`config.mk`:
```
export PLATFORM = sky130hd
export DESIGN_NAME = hazard_detection_unit_id
export DESIGN_NICKNAME = d
export VERILOG_FILES = /design/src/rtl/hazard_detection_unit_id.sv
export SDC_FILE = /design/constraint.sdc
export NUM_CORES = 1
export LEC_CHECK = 0
export CELL_PAD_IN_SITES_DETAIL_PLACEMENT = 1
export CELL_PAD_IN_SITES_GLOBAL_PLACEMENT = 1
export CORE_ASPECT_RATIO = 2
export CORE_UTILIZATION = 31
export DETAILED_ROUTE_END_ITERATION = 10
export PLACE_DENSITY = 0.85
export SYNTH_ARGS = -nofsm -noshare
export SYNTH_HDL_FRONTEND = slang
export SYNTH_SLANG_ARGS = --single-unit
```
`constraint.sdc`:
```
create_clock -name i_clk -period 2.07 [get_ports i_clk]
set_input_delay 0.207 -clock i_clk [delete_from_list [all_inputs] [get_ports i_clk]]
set_output_delay 0.207 -clock i_clk [all_outputs]
set_load 0.01 [all_outputs]
```
`src/rtl/hazard_detection_unit_id.sv`:
```
// Hazard detection for the ID stage: finds RAW dependencies that forwarding
// cannot cover (load-use, branch/JR operands needed in ID) and holds the
// front of the pipeline for as many cycles as the dependency requires.
module hazard_detection_unit_id #(
   parameter int NB_ADDR = 5,
   parameter int NB_CNT  = 16
) (
   input  logic               i_clk,
   input  logic               i_rst_n,
   input  logic               i_enable,
   input  logic [NB_ADDR-1:0] i_rs_id,
   input  logic [NB_ADDR-1:0] i_rt_id,
   input  logic               i_uses_rt_id,
   input  logic               i_branch_id,
   input  logic [NB_ADDR-1:0] i_rd_ex,
   input  logic               i_regWrite_ex,
   input  logic               i_memRead_ex,
   input  logic [NB_ADDR-1:0] i_rd_ex_m,
   input  logic               i_memRead_ex_m,
   output logic               o_stall_pc,
   output logic               o_stall_if_id,
   output logic               o_bubble_id_ex,
   output logic               o_busy,
   output logic [NB_CNT-1:0]  o_stall_cycles
);

   typedef enum logic {
      ST_IDLE  = 1'b0,
      ST_STALL = 1'b1
   } state_t;

   state_t            state;
   state_t            state_next;
   logic [1:0]        remaining;
   logic [1:0]        remaining_next;
   logic [1:0]        need_cycles;
   logic              match_ex;
   logic              match_m;
   logic              stall;
   logic [NB_CNT-1:0] stall_cnt;

   // Counter increment that sticks at all-ones instead of wrapping.
   function automatic logic [NB_CNT-1:0] sat_inc(input logic [NB_CNT-1:0] v);
      logic [NB_CNT-1:0] one;
      one = {{(NB_CNT-1){1'b0}}, 1'b1};
      return (&v) ? v : v + one;
   endfunction

   // Register-address comparisons; r0 is hardwired and never a dependency.
   always_comb begin
      match_ex = (i_rd_ex != '0) &&
                 ((i_rs_id == i_rd_ex) || (i_uses_rt_id && (i_rt_id == i_rd_ex)));
      match_m  = (i_rd_ex_m != '0) &&
                 ((i_rs_id == i_rd_ex_m) || (i_uses_rt_id && (i_rt_id == i_rd_ex_m)));
   end

   // Number of stall cycles the current ID instruction needs; longest case first.
   always_comb begin
      need_cycles = 2'd0;
      if (i_branch_id && i_memRead_ex && match_ex)
         need_cycles = 2'd2;
      else if (i_memRead_ex && match_ex)
         need_cycles = 2'd1;
      else if (i_branch_id && i_regWrite_ex && match_ex)
         need_cycles = 2'd1;
      else if (i_branch_id && i_memRead_ex_m && match_m)
         need_cycles = 2'd1;
   end

   // Next-state and stall decode: IDLE stalls combinationally on detection,
   // STALL ignores the hazard inputs until the extra cycles are used up.
   always_comb begin
      state_next     = state;
      remaining_next = remaining;
      stall          = 1'b0;
      case (state)
         ST_IDLE: begin
            stall = (need_cycles != 2'd0);
            if (i_enable && (need_cycles == 2'd2)) begin
               state_next     = ST_STALL;
               remaining_next = 2'd1;
            end
         end
         ST_STALL: begin
            stall = 1'b1;
            if (i_enable) begin
               remaining_next = remaining - 2'd1;
               if (remaining <= 2'd1) begin
                  state_next     = ST_IDLE;
                  remaining_next = 2'd0;
               end
            end
         end
         default: begin
            state_next     = ST_IDLE;
            remaining_next = 2'd0;
         end
      endcase
   end

   // State, remaining-cycle count and performance counter; all frozen when disabled.
   always_ff @(posedge i_clk) begin
      if (!i_rst_n) begin
         state     <= ST_IDLE;
         remaining <= 2'd0;
         stall_cnt <= '0;
      end else if (i_enable) begin
         state     <= state_next;
         remaining <= remaining_next;
         if (stall)
            stall_cnt <= sat_inc(stall_cnt);
      end
   end

   assign o_stall_pc     = stall;
   assign o_stall_if_id  = stall;
   assign o_bubble_id_ex = stall;
   assign o_busy         = (state == ST_STALL);
   assign o_stall_cycles = stall_cnt;

endmodule

```
==> impl_summary.txt <==
----------------------------------------------------
[Worst setup path]
  Kind of cell adding the most delay to the critical path ... compound AO/OA/AOI/OAI gates
  Setup slack on the worst flop-to-flop path ... 0.17 ns
  Crit path arrival time ... 2.21 ns
  Worst-path cell with the longest stage delay ... or3_4
  Worst setup path category ... in2reg
  CP Capture Type ... flip-flop
  Required time of the critical path ... 2.26 ns
  FF-to-FF End ... o_stall_cycles[15]
  R2R Path Start ... o_stall_cycles[4]
  Critical Path Source Type ... input pin
  Largest fanout on the critical path ... 6
  Delay of the slowest cell on the worst path ... 0.36 ns
  Depth of the worst register-to-register path ... 6
  Sequence of cells on the critical path ... clkdlybuf4s15_1 -> xor2_1 -> nor4_2 -> a32oi_2 -> o221a_4 -> buf_6 -> buf_4 -> or3_4 -> a21oi_2
  WP buf/inv ... 3

[Power and ir drop]
  Static leakage power ... 0.000805 uW
  Maximum vdd ir drop ... 0.254 mV
  Power per Cell Area ... 407 nW/um2

[Job]
  Number of max-cap violations ... 0

[Cells and area]
  Signed area change from the synthesized netlist to the final layout ... 60.0%
  N_diodes ... 0
  Final net count ... 251
  Non-filler cells, final ... 272
  Share of final-layout standard cells stronger than drive strength 1 ... 19.9%

[Hold path]
  WHS Path Cells ... 2
  Endpoint of the worst hold path ... remaining[0]
  Hold crit path type ... reg2reg
  Hold wc startpoint ... remaining[0]

[Timing]
  Number of pins exceeding their max-slew limit in the final report ... 0
  F_max ... 494 MHz
  Tcrit/Tclk final ... 97.7%
  Worst slew margin ... 71.1%
  Finish-stage setup viols ... 0
  Worst setup skew after layout ... 0.00389 ns
  Worst-Margin Slew ... 0.433 ns
  Number of failing hold endpoints at the final stage ... 0
  Setup TNS ... 0 ns
  Minimum clock period after layout ... 2.02 ns

[Synth]
  Share of Yosys cell area claimed by the top area cell type ... 30.1%
  Top FF cell, synth ... dfxtp_1
  Synth area leaders ... dfxtp_1 (30%), xor2_1 (12%), a21oi_1 (4.8%)
  FFs w/ async S/R, synth ... 0%
  Syn. warnings ... 0
  Cell variety after synth ... 36
  Synthesized net count ... 184
  Synthesized flop and latch total ... 19
  Sequential share of the synthesized area ... 30.1%
  Post-synthesis cell type with the largest combined area ... dfxtp_1
  Number of synthesized flops with an enable pin ... 0
  Mapped cell area ... 1260 um2
  Cells after synthesis ... 155
  Syn avg cell area ... 8.14 um2

[Die]
  Core area ... 3880 um2
  Die outline height ... 92.3 um
  Initial core utilization ... 32.5%
  Row count ... 32
  Io pins ... 48
  Chip width ... 47.1 um
  Overall die area ... 4350 um2

[Global routing]
  Maximum number of pins on one net before global-route repair ... 17
  Total overflow reported by the global router ... 0
  Via count of the first global-routing pass ... 1579
  Initial antenna violation count ... 0
  Global-route usage over all layers ... 23.1%
  Wire length of the first global-routing pass ... 7040 um

[Place]
  Count of input and output buffers ... 47
  Instance count after placement with tap cells included ... 266
  Post-detailed-placement half-perimeter wirelength ... 3750 um
  Routability Congestion ... 0.837

[Routing]
  Via-to-Cell Ratio ... 5.43
  Post-DR wirelength/cell ... 17.2 um
  WL final ... 4670 um
  Drt pass-1 iters ... 4
  Post-route DRC ... 0
  Number of antenna-violating nets in the routed design ... 0
  Detailed router's first-iteration violation count ... 36
  Vias ... 1478

[Clocking]
  Clock tree from TritonCTS ... yes
  Clock Sinks ... 19
  Depth of the CTS H-tree ... 1
  Cell at the root of the clock tree ... clkbuf_8
  Clock transition at the register clock pins on the worst setup and hold paths after CTS ... 0.07 ns
  Max Buffers Root-to-Sink ... 2
  Clock latency on the worst-skew pair ... 0.26 ns
  Number of buffers created by CTS ... 3

[Run status]
  Run status ... completed

----------------------------------------------------
layout by cell type (no fill, tap or decap), drive strengths merged, types with 4 or more instances in the layout:
cell	Yosys	layout
nor3	4	4
mux2i	4	4
o21ai	12	12
nor2	4	4
clkdlybuf4s50	0	25
a21oi	12	12
clkdlybuf4s15	0	6
buf	5	23
dlygate4sd2	0	8
or3	8	8
nand4	7	7
xor2	18	18
nand2b	4	4
inv	4	4
dlymetal6s2s	0	6
or4	4	4
nand3	6	6
dfxtp	19	19
nor4	5	5
nand2	12	12
clkbuf	3	6
and3	5	5
repair_timing:
action,in CTS,in global routing
setup endpoints to repair,16,17
hold buffers,0,0
pin swaps,12,7
resized for setup,28,20
setup buffers,2,0
worst max-delay path by stage:
stage | start | end | depth (start not counted) | slack, ns
after global placement | i_rd_ex[1] | o_bubble_id_ex | 7 | -0.44
final | i_rd_ex[3] | o_stall_cycles[3] | 9 | 0.05
after CTS | i_rd_ex[0] | o_stall_cycles[6] | 8 | 0.004
after detailed placement | i_rd_ex[2] | o_bubble_id_ex | 7 | -0.48
after floorplan | o_stall_cycles[0] | o_stall_cycles[7] | 9 | 0.12
after global routing | i_rd_ex[3] | o_stall_cycles[3] | 9 | -0.01
cells by family after synthesis:
| family | share of synthesized area [%] |
|---|---|
| AND/OR/NAND/NOR | 29.3 |
| buffers and inverters | 4.85 |
| XOR/XNOR | 13.9 |
| AO/OA/AOI/OAI | 17.6 |
| flip-flops | 30.1 |
| multiplexers | 3.17 |
| adder cells (fa/ha/maj) | 0.991 |
area by class of cell:
| type | count | area, um2 |
|---|---|---|
| multi-input combinational | 124 | 866 |
| sequential | 19 | 380 |
| fill | 475 | 1860 |
| clock buffer | 4 | 45.0 |
| tap | 51 | 63.8 |
| inverter | 4 | 15.0 |
| timing repair buffer | 70 | 649 |
worst min-delay path: cells and delay by family (launching register included):
| family | cells | cell delay, ns |
|---|---|---|
| compound gates | 1 | 0.06 |
| flops | 1 | 0.32 |
| simple gates | 1 | 0.05 |
state kept, by name (all words and copies together) (netlist names):
signal          count
o_busy              1
remaining           2
o_stall_cycles     16
cells in the mapped netlist (all sizes together), types with 2 or more instances:
| library cell | n |
|---|---|
| buf | 5 |
| nand3 | 6 |
| a21oi | 12 |
| and3 | 5 |
| nor3 | 4 |
| xor2 | 18 |
| and4 | 2 |
| xnor2 | 2 |
| dfxtp | 19 |
| o211ai | 2 |
| mux2i | 4 |
| and2 | 2 |
| o21a | 2 |
| nor4 | 5 |
| clkbuf | 3 |
| inv | 4 |
| nor2 | 4 |
| nand2 | 12 |
| a32oi | 2 |
| or3 | 8 |
| o21ai | 12 |
| nand4 | 7 |
| nand2b | 4 |
| or4 | 4 |
layer usage:
metal	track usage (%)	wire (um)
met2	47.5	2940
met5	0	0
met1	17.4	1380
met3	1.77	131
met4	13.6	213
metrics by stage:
step	utilization, %	hold slack (ns)	total power, uW	instance area (um2)	setup slack [ns]
after floorplan	-	0.351	445	1260	0.123
after global placement	49.1	0.448	557	1910	-0.435
after detailed placement	49.1	0.469	563	1910	-0.478
after CTS	50.9	0.485	822	1980	0.00431
after global routing	52.0	0.514	854	2020	-0.0130
final	52.0	0.484	822	2020	0.0469
power breakdown:
| group | internal [uW] | switching (uW) |
|---|---|---|
| Sequential | 366 | 1.09 |
| Clock | 137 | 127 |
| Combinational | 98.1 | 92.3 |
No activity file was read; power rests on OpenSTA's default activity.
